===== src/rtl/dist_pkg.sv =====
// Shared widths, SRAM map constant and one-hot state encoding for the coefficient SRAM arbiter.
package dist_pkg;

   localparam int unsigned COE_ADDR_W = 18;
   localparam int unsigned COE_DATA_W = 16;
   localparam int unsigned CNT_W      = 3;
   localparam int unsigned ST_W       = 5;

   localparam logic [COE_ADDR_W-1:0] SRAM_COE_BASE = 18'h10000;

   typedef enum logic [ST_W-1:0] {
      ST_IDLE     = 5'b00001,
      ST_RD_WAIT  = 5'b00010,
      ST_WR_SETUP = 5'b00100,
      ST_WR_PULSE = 5'b01000,
      ST_WR_HOLD  = 5'b10000
   } state_e;

endpackage


===== src/rtl/rr_pick2.sv =====
// Two-way round-robin pick: on a tie the reader not served last wins.
module rr_pick2 (
   input  logic i_req0,
   input  logic i_req1,
   input  logic i_last,
   output logic o_gnt_idx_c,
   output logic o_gnt_vld_c
);

   always_comb begin
      o_gnt_vld_c = i_req0 | i_req1;
      o_gnt_idx_c = (i_req0 & i_req1) ? ~i_last : i_req1;
   end

endmodule


===== src/rtl/coe_sram_arbiter.sv =====
// Coefficient SRAM arbiter: fixed-priority writer, two round-robin readers,
// serialised single-port SRAM accesses with registered strobes.
module coe_sram_arbiter
   import dist_pkg::*;
#(
   parameter int unsigned ADDR_W = COE_ADDR_W,
   parameter int unsigned DATA_W = COE_DATA_W,
   parameter int unsigned RD_LAT = 1
) (
   input  logic              i_clk_50m,
   input  logic              i_rst,
   input  logic              i_wr_req,
   input  logic [ADDR_W-1:0] i_wr_addr,
   input  logic [DATA_W-1:0] i_wr_data,
   output logic              o_wr_ack,
   input  logic              i_rd0_req,
   input  logic [ADDR_W-1:0] i_rd0_addr,
   output logic              o_rd0_valid,
   output logic [DATA_W-1:0] o_rd0_data,
   input  logic              i_rd1_req,
   input  logic [ADDR_W-1:0] i_rd1_addr,
   output logic              o_rd1_valid,
   output logic [DATA_W-1:0] o_rd1_data,
   output logic [ADDR_W-1:0] o_sram_addr,
   output logic [DATA_W-1:0] o_sram_wdata,
   output logic              o_sram_oe_n,
   output logic              o_sram_we_n,
   input  logic [DATA_W-1:0] i_sram_rdata
);

   localparam logic [CNT_W-1:0] RD_LAST = CNT_W'(RD_LAT - 1);

   state_e              state_q, state_d;
   logic [CNT_W-1:0]    cnt_q, cnt_d;
   logic                last_q, last_d;
   logic                sel_q, sel_d;
   logic [ADDR_W-1:0]   addr_q, addr_d;
   logic [DATA_W-1:0]   wdata_q, wdata_d;
   logic                oe_n_q, oe_n_d;
   logic                we_n_q, we_n_d;
   logic                wr_ack_q, wr_ack_d;
   logic                rd0_valid_q, rd0_valid_d;
   logic                rd1_valid_q, rd1_valid_d;
   logic [DATA_W-1:0]   rd0_data_q, rd0_data_d;
   logic [DATA_W-1:0]   rd1_data_q, rd1_data_d;

   logic wr_msk, rd0_msk, rd1_msk;
   logic gnt_idx_c, gnt_vld_c;

   // A requester whose completion pulse is up this cycle may still show its old level.
   assign wr_msk  = i_wr_req  & ~wr_ack_q;
   assign rd0_msk = i_rd0_req & ~rd0_valid_q;
   assign rd1_msk = i_rd1_req & ~rd1_valid_q;

   rr_pick2 u_rr (
      .i_req0      (rd0_msk),
      .i_req1      (rd1_msk),
      .i_last      (last_q),
      .o_gnt_idx_c (gnt_idx_c),
      .o_gnt_vld_c (gnt_vld_c)
   );

   always_comb begin
      state_d     = state_q;
      cnt_d       = cnt_q;
      last_d      = last_q;
      sel_d       = sel_q;
      addr_d      = addr_q;
      wdata_d     = wdata_q;
      oe_n_d      = oe_n_q;
      we_n_d      = we_n_q;
      wr_ack_d    = 1'b0;
      rd0_valid_d = 1'b0;
      rd1_valid_d = 1'b0;
      rd0_data_d  = rd0_data_q;
      rd1_data_d  = rd1_data_q;

      case (state_q)
         ST_IDLE: begin
            oe_n_d = 1'b1;
            we_n_d = 1'b1;
            if (wr_msk) begin
               addr_d  = i_wr_addr;
               wdata_d = i_wr_data;
               state_d = ST_WR_SETUP;
            end else if (gnt_vld_c) begin
               addr_d  = gnt_idx_c ? i_rd1_addr : i_rd0_addr;
               oe_n_d  = 1'b0;
               cnt_d   = '0;
               sel_d   = gnt_idx_c;
               state_d = ST_RD_WAIT;
            end
         end
         ST_RD_WAIT: begin
            cnt_d = cnt_q + CNT_W'(1);
            if (cnt_q == RD_LAST) begin
               if (sel_q) begin
                  rd1_data_d  = i_sram_rdata;
                  rd1_valid_d = 1'b1;
               end else begin
                  rd0_data_d  = i_sram_rdata;
                  rd0_valid_d = 1'b1;
               end
               oe_n_d  = 1'b1;
               last_d  = sel_q;
               state_d = ST_IDLE;
            end
         end
         ST_WR_SETUP: begin
            we_n_d  = 1'b0;
            state_d = ST_WR_PULSE;
         end
         ST_WR_PULSE: begin
            we_n_d  = 1'b1;
            state_d = ST_WR_HOLD;
         end
         ST_WR_HOLD: begin
            wr_ack_d = 1'b1;
            state_d  = ST_IDLE;
         end
         default: begin
            oe_n_d  = 1'b1;
            we_n_d  = 1'b1;
            state_d = ST_IDLE;
         end
      endcase
   end

   // Last-served resets to reader 1 so reader 0 wins the first tie.
   always_ff @(posedge i_clk_50m or posedge i_rst) begin
      if (i_rst) begin
         state_q     <= ST_IDLE;
         cnt_q       <= '0;
         last_q      <= 1'b1;
         sel_q       <= 1'b0;
         addr_q      <= '0;
         wdata_q     <= '0;
         oe_n_q      <= 1'b1;
         we_n_q      <= 1'b1;
         wr_ack_q    <= 1'b0;
         rd0_valid_q <= 1'b0;
         rd1_valid_q <= 1'b0;
         rd0_data_q  <= '0;
         rd1_data_q  <= '0;
      end else begin
         state_q     <= state_d;
         cnt_q       <= cnt_d;
         last_q      <= last_d;
         sel_q       <= sel_d;
         addr_q      <= addr_d;
         wdata_q     <= wdata_d;
         oe_n_q      <= oe_n_d;
         we_n_q      <= we_n_d;
         wr_ack_q    <= wr_ack_d;
         rd0_valid_q <= rd0_valid_d;
         rd1_valid_q <= rd1_valid_d;
         rd0_data_q  <= rd0_data_d;
         rd1_data_q  <= rd1_data_d;
      end
   end

   assign o_wr_ack     = wr_ack_q;
   assign o_rd0_valid  = rd0_valid_q;
   assign o_rd0_data   = rd0_data_q;
   assign o_rd1_valid  = rd1_valid_q;
   assign o_rd1_data   = rd1_data_q;
   assign o_sram_addr  = addr_q;
   assign o_sram_wdata = wdata_q;
   assign o_sram_oe_n  = oe_n_q;
   assign o_sram_we_n  = we_n_q;

endmodule


===== config.mk =====
export PLATFORM = sky130hd
export DESIGN_NAME = coe_sram_arbiter
export DESIGN_NICKNAME = d
export VERILOG_FILES = /design/src/rtl/dist_pkg.sv /design/src/rtl/rr_pick2.sv /design/src/rtl/coe_sram_arbiter.sv
export SDC_FILE = /design/constraint.sdc
export NUM_CORES = 1
export LEC_CHECK = 0
export BUFFER_PORTS_ARGS = -buffer_cell sky130_fd_sc_hd__buf_2
export CORE_ASPECT_RATIO = 1.2
export CORE_MARGIN = 2
export CORE_UTILIZATION = 50
export DETAILED_ROUTE_END_ITERATION = 8
export MAX_ROUTING_LAYER = met4
export PLACE_DENSITY_LB_ADDON = 0.12
export SKIP_CTS_REPAIR_TIMING = 1
export SLEW_MARGIN = 10
export SYNTH_ARGS = -nofsm -noshare
export SYNTH_HDL_FRONTEND = slang
export SYNTH_SLANG_ARGS = --single-unit

===== constraint.sdc =====
create_clock -name i_clk_50m -period 4.4 [get_ports i_clk_50m]
set_input_delay 0.22 -clock i_clk_50m [delete_from_list [all_inputs] [get_ports i_clk_50m]]
set_output_delay 0.22 -clock i_clk_50m [all_outputs]
set_load 0.02 [all_outputs]

* Yosys cells after proc, flatten, opt, wreduce, memory -nomap -nowiden
Cells that the tools add are included.
Widths: inputs -> output; s select.
** Storage, ports and cells
- Register bits after elaboration :: 81
- Output and inout bits :: 71
** Cells by class
- Add/subtract/negate cells :: 1
- Equal/unequal tests :: 9
- Mux-type cells :: 23
- Bitwise logic cells :: 12
- Reductions and logical operators :: 14
** Operators with widths (count)
- $mux 18 :: 3
- $pmux 5 s4 :: 1
- $mux 5 :: 3
- $reduce_and 3->1 :: 4
- $mux 1 :: 11
- $reduce_and 2->1 :: 5
- $not 1->1 :: 7
- $mux 3 :: 2
- $ne 2x2->1 const B :: 3
- $pmux 3 s2 :: 1
- $eq 5x1->1 const B :: 1
- $eq 5x2->1 const B :: 1
- $eq 5x3->1 const B :: 1
- $eq 5x4->1 const B :: 1
- $eq 5x5->1 const B :: 1
- $and 1x1->1 :: 4
- $reduce_bool 2->1 :: 2
- $add 3x1->3 const B :: 1
- $logic_not 3->1 :: 1
- $ne 3x3->1 const B :: 1
- $pmux 1 s3 :: 1
- $reduce_or 3->1 :: 1
- $pmux 1 s2 :: 1
- $reduce_or 2->1 :: 1
- $or 1x1->1 :: 1

* Depth between registers and ports, before layout
- Depth in word-level cells :: 7
- Depth in mapped cells :: 6
- Depth with buffers taken out :: 6

* Modules after synthesis
A second synthesis with hierarchy kept.
** Unflattened totals
- Cell total of the unflattened synthesis :: 254
- Area, all modules :: 3520.9 um^2
** Modules (own cells, without submodules)
- coe_sram_arbiter :: times used 1, cells each 252, area each 3507.1 um^2
- rr_pick2 :: times used 1, cells each 2, area each 13.8 um^2

* Worst setup path after synthesis
No wires, ideal clock.
- Path type :: reg-to-reg
- Start point :: register cnt_q[0]
- End point :: register rd0_data_q[0] (netlist: o_rd0_data[0])
- Arrival time :: 1687 ps
- Setup slack :: 2588 ps
- Cell stages (with the launch flop) :: 7
- Path buffers :: 1
- Period minus slack after synthesis :: 1812 ps
- Cells stage by stage :: dfrtp_1 inv_1 ha_1 or2b_2 nor3_4 buf_6 mux2_2
** On the way
- Longest elaborated chain between the ends :: 2
** Ends and longest elaborated chain
- start: declaration :: line coe_sram_arbiter.sv:34 : logic [CNT_W-1:0] cnt_q, cnt_d;
- start signal: assignment :: line coe_sram_arbiter.sv:147 : cnt_q <= cnt_d;
- $logic_not 3->1 :: line coe_sram_arbiter.sv:96 : if (cnt_q == RD_LAST) begin
- $reduce_and 3->1 (no source line)
- end signal: assignment :: line coe_sram_arbiter.sv:157 : rd0_data_q <= rd0_data_d;
- end: declaration :: line coe_sram_arbiter.sv:44 : logic [DATA_W-1:0] rd0_data_q, rd0_data_d;
No other way between the ends.
A chain may end at the register's enable or synchronous reset.

* Worst setup path in the final report
- Start point :: register last_q
- End point :: register addr_q[3] (netlist: o_sram_addr[3])
** On the way
- Longest elaborated chain between the ends :: 5
** Ends and longest elaborated chain
- start: declaration :: line coe_sram_arbiter.sv:35 : logic last_q, last_d;
- start signal: assignment :: line coe_sram_arbiter.sv:148 : last_q <= last_d;
- $not 1->1 :: line rr_pick2.sv:12 : o_gnt_idx_c = (i_req0 & i_req1) ? ~i_last : i_req1;
- $mux 1 :: line rr_pick2.sv:12
- $mux 18 :: line coe_sram_arbiter.sv:87 : addr_d = gnt_idx_c ? i_rd1_addr : i_rd0_addr;
- $mux 18 :: line coe_sram_arbiter.sv:86 : end else if (gnt_vld_c) begin
- $mux 18 :: line coe_sram_arbiter.sv:82 : if (wr_msk) begin
- end signal: assignment :: line coe_sram_arbiter.sv:150 : addr_q <= addr_d;
- end: declaration :: line coe_sram_arbiter.sv:37 : logic [ADDR_W-1:0] addr_q, addr_d;
No other way between the ends. The select of a mux whose other input is x is not followed.

==> results.txt <==
----------------------------------------------------
[Global routing]
  Residual overflow from global routing ... 0
  Vias in the first global route ... 2804
  First-pass GRT wire length ... 13000 um
  Number of antenna violations at the first check in global routing ... 0
  Global-route usage over all layers ... 0.220
  Pin count of the biggest net entering global routing ... 47

[Logic synthesis]
  Register area share after synthesis ... 0.567
  Area fraction of the dominant cell type after synthesis ... 0.538
  Post-Syn Instances ... 292
  Post-synth ARST share ... 1.00
  Cell accounting for the most synthesized area ... sky130_fd_sc_hd__dfrtp_1
  Synth Flop Type ... sky130_fd_sc_hd__dfrtp_1
  Top-count cell post-synth ... sky130_fd_sc_hd__dfrtp_1
  Total of warnings raised by yosys ... 0
  Main area contributors after synthesis ... sky130_fd_sc_hd__dfrtp_1 54%, sky130_fd_sc_hd__mux2_2 15%, sky130_fd_sc_hd__a21boi_0 4.0%
  Synth cell count leaders ... 77 x sky130_fd_sc_hd__dfrtp_1, 48 x sky130_fd_sc_hd__mux2_2, 24 x sky130_fd_sc_hd__nor2_1, 20 x sky130_fd_sc_hd__nand2_1
  Number of synthesized flops with an enable pin ... 0
  Synthesized area per cell ... approximately 12 um2
  Number of distinct library cells after synthesis ... 36
  Synthesized flop and latch total ... 81
  Area of the mapped netlist ... 3580 um2
  Synthesized net count ... roughly 390

[Min path]
  HP Start ... i_wr_data[2]
  Worst hold path class ... in2reg

[Placement]
  Placed cell area ... 4430 um2
  Routability Congestion ... around 0.82
  Detailed placement HPWL ... roughly 5800 um
  Buffers on Ports ... between 150 and 200

[Clocking]
  TritonCTS clock tree ... done
  Clock slew at the register clock pins of the worst setup and hold paths ... approximately 80 ps
  Maximum count of clock buffers along a single path ... 2
  CTS buffer count ... 9
  Clock tree root driver cell ... sky130_fd_sc_hd__clkbuf_8
  Worst skew pair latency ... around 350 ps
  Clock tree sinks ... 81
  CTS H-tree depth ... 3

[Routing]
  DRC violation count after routing ... 0
  Post-detailed-route wirelength per cell ... around 15 um
  Average vias per placed instance ... 5.30
  Total iterations of the first detailed-routing run ... 4
  Number of nets with antenna violations after detailed routing ... 0
  Number of violations reported at the end of detailed-routing iteration 0 ... 114
  Final WL ... between 8000 and 9000 um
  Number of vias after detailed routing ... around 2900

[Timing]
  Final Critical Period ... around 2300 ps
  Worst-case headroom to the max-slew limit ... 0.304
  Period Utilization, post-route ... 0.529
  Max Clock Freq ... 430 MHz
  Least-Margin Pin Slew ... 1040 ps
  Fin. max-slew vios ... 0
  Count of final hold-check violations ... 0
  Fin Setup TNS ... 0 ps
  Setup repair after global routing missed its margin ... no
  Final setup fails ... 0
  Largest clock skew in the final design ... just under 9 ps

[Layout]
  Area delta synth->final ... 29.5%
  Antenna cell count ... 0
  Post-route cell area ... 4640 um2
  Fin nets ... roughly 540
  Fill cell count ... 560
  Fraction of final layout cells sized beyond drive strength 1 ... 0.535

[Setup path]
  Start of the worst register-to-register path ... last_q$_DFFE_PP1P_
  Type of destination of the critical path ... flip-flop
  Launching element type of the critical path ... flip-flop
  Crit path cell chain ... nand3b_1, nand2_1, a21boi_0, o31ai_1
  Data arrival time of the critical path ... around 2600 ps
  Buf+Inv Stages, Crit Path ... 0
  Critical setup path kind ... reg2reg
  Crit-path max cell delay ... 700 ps
  Critical Path Slowest Stage Cell ... sky130_fd_sc_hd__nand2_1
  Max Fanout on Critical Path ... 19
  Required time of the worst setup path ... roughly 4700 ps
  Launch point of the critical path ... last_q$_DFFE_PP1P_
  Cell family with most CP delay ... simple AND/OR/NAND/NOR gates

[Floorplan]
  Core footprint ... approximately 6900 um2
  Number of rows in the core area ... 33
  Die Y ... 96.7 um
  Die Span X ... 81.3 um
  Die ar. ... about 8000 um2
  Io pins ... roughly 160
  Starting density of the core ... 0.520

[Run status]
  Status ... finished, final reports clean

[Pwr]
  Maximum VDD drop ... slightly above 400 uV
  Leak Pwr ... between 2 and 2.5 nW
  Power density relative to cell area ... about 740 nW/um2

[Run]
  Number of maximum-capacitance constraint violations ... 0

----------------------------------------------------
[routing by layer]
metal	wire, um	up-vias	GRT usage
li1	-	1358	-
met1	3470	1372	0.277
met2	3820	131	0.339
met3	574	17	0.0354
met4	231	0	0.112
met5	0	-	-
[kinds of logic (layout without fill, tap and decap cells)]
| logic type | Yosys count | count (layout) | synth area share |
|---|---|---|---|
| compound gates | 68 | 68 | 0.133 |
| xor+xnor | 1 | 1 | 0.00244 |
| fa+ha+maj | 2 | 2 | 0.00698 |
| buf+inv | 25 | 189 | 0.0363 |
| flops | 81 | 81 | 0.567 |
| mux | 48 | 48 | 0.151 |
| simple gates | 67 | 67 | 0.103 |
[flip-flops by register name, summed over array words and instances, names as in the netlist]
signal / count
o_sram_wdata: 16
o_rd0_data: 16
o_rd1_data: 16
last_q: 1
o_rd0_valid: 1
state_q: 5
o_wr_ack: 1
cnt_q: 3
sel_q: 1
o_rd1_valid: 1
o_sram_addr: 18
o_sram_we_n: 1
o_sram_oe_n: 1
[final timing paths]
| check | cells after the start | to | slack [ps] |
|---|---|---|---|
| worst max-delay path | 4 | o_sram_addr[3]$_DFFE_PP0P_ | 2070 |
| worst min-delay path | 2 | o_sram_wdata[2]$_DFFE_PP0N_ | 100 |
| worst max register to register | 4 | o_sram_addr[3]$_DFFE_PP0P_ | 2070 |
| worst min register to register | 2 | o_sram_we_n$_DFFE_PP1N_ | 460 |
| max in group asynchronous | 4 | sel_q$_DFFE_PP0P_ | 2940 |
| min in group asynchronous | 3 | o_rd0_data[3]$_DFFE_PP0P_ | 470 |
[metrics by stage]
step | hold slack (ps) | cells | setup WS, ps | utilization | power (mW)
floorplan | 370 | 292 | 2110 | - | 2.42
global placement | 304 | 526 | 2090 | 0.643 | 2.88
detailed placement | 308 | 526 | 2070 | 0.643 | 2.92
CTS | -78.0 | 542 | 2060 | 0.671 | 3.47
global route | 72.2 | 543 | 1860 | 0.673 | 3.66
finish | 95.6 | 543 | 2070 | 0.673 | 3.43
[cell type report]
| type | instances | area [um2] | area share |
|---|---|---|---|
| Clock buffer | 10 | 128 | 0.0275 |
| Multi-Input combinational cell | 186 | 1430 | 0.309 |
| Sequential cell | 81 | 2030 | 0.438 |
| Tap cell | 87 | 109 | 0.0235 |
| Clock inverter | 6 | 67.6 | 0.0146 |
| Inverter | 8 | 31.3 | 0.00674 |
| Timing Repair Buffer | 165 | 838 | 0.181 |
[power by group]
group / total [mW] / switching, mW / internal (mW)
Clock: 0.536 / 0.271 / 0.264
Sequential: 1.30 / 0.198 / 1.11
Combinational: 1.59 / 0.941 / 0.647
[placed cells by master, fill, tap and decap left out, types with 3 or more instances in the layout]
master / netlist / layout
sky130_fd_sc_hd__a31oi_1: 18 / 18
sky130_fd_sc_hd__clkbuf_8: 1 / 9
sky130_fd_sc_hd__dfstp_2: 4 / 4
sky130_fd_sc_hd__o31ai_1: 19 / 19
sky130_fd_sc_hd__buf_2: 3 / 161
sky130_fd_sc_hd__mux2_2: 48 / 48
sky130_fd_sc_hd__buf_4: 2 / 3
sky130_fd_sc_hd__nand2_1: 20 / 20
sky130_fd_sc_hd__inv_1: 8 / 7
sky130_fd_sc_hd__dfrtp_1: 77 / 77
sky130_fd_sc_hd__nor2_1: 24 / 24
sky130_fd_sc_hd__nor2b_1: 5 / 4
sky130_fd_sc_hd__a21boi_0: 19 / 19
sky130_fd_sc_hd__o21ai_0: 6 / 6
Note: power is estimated with default switching activity, not from simulation.
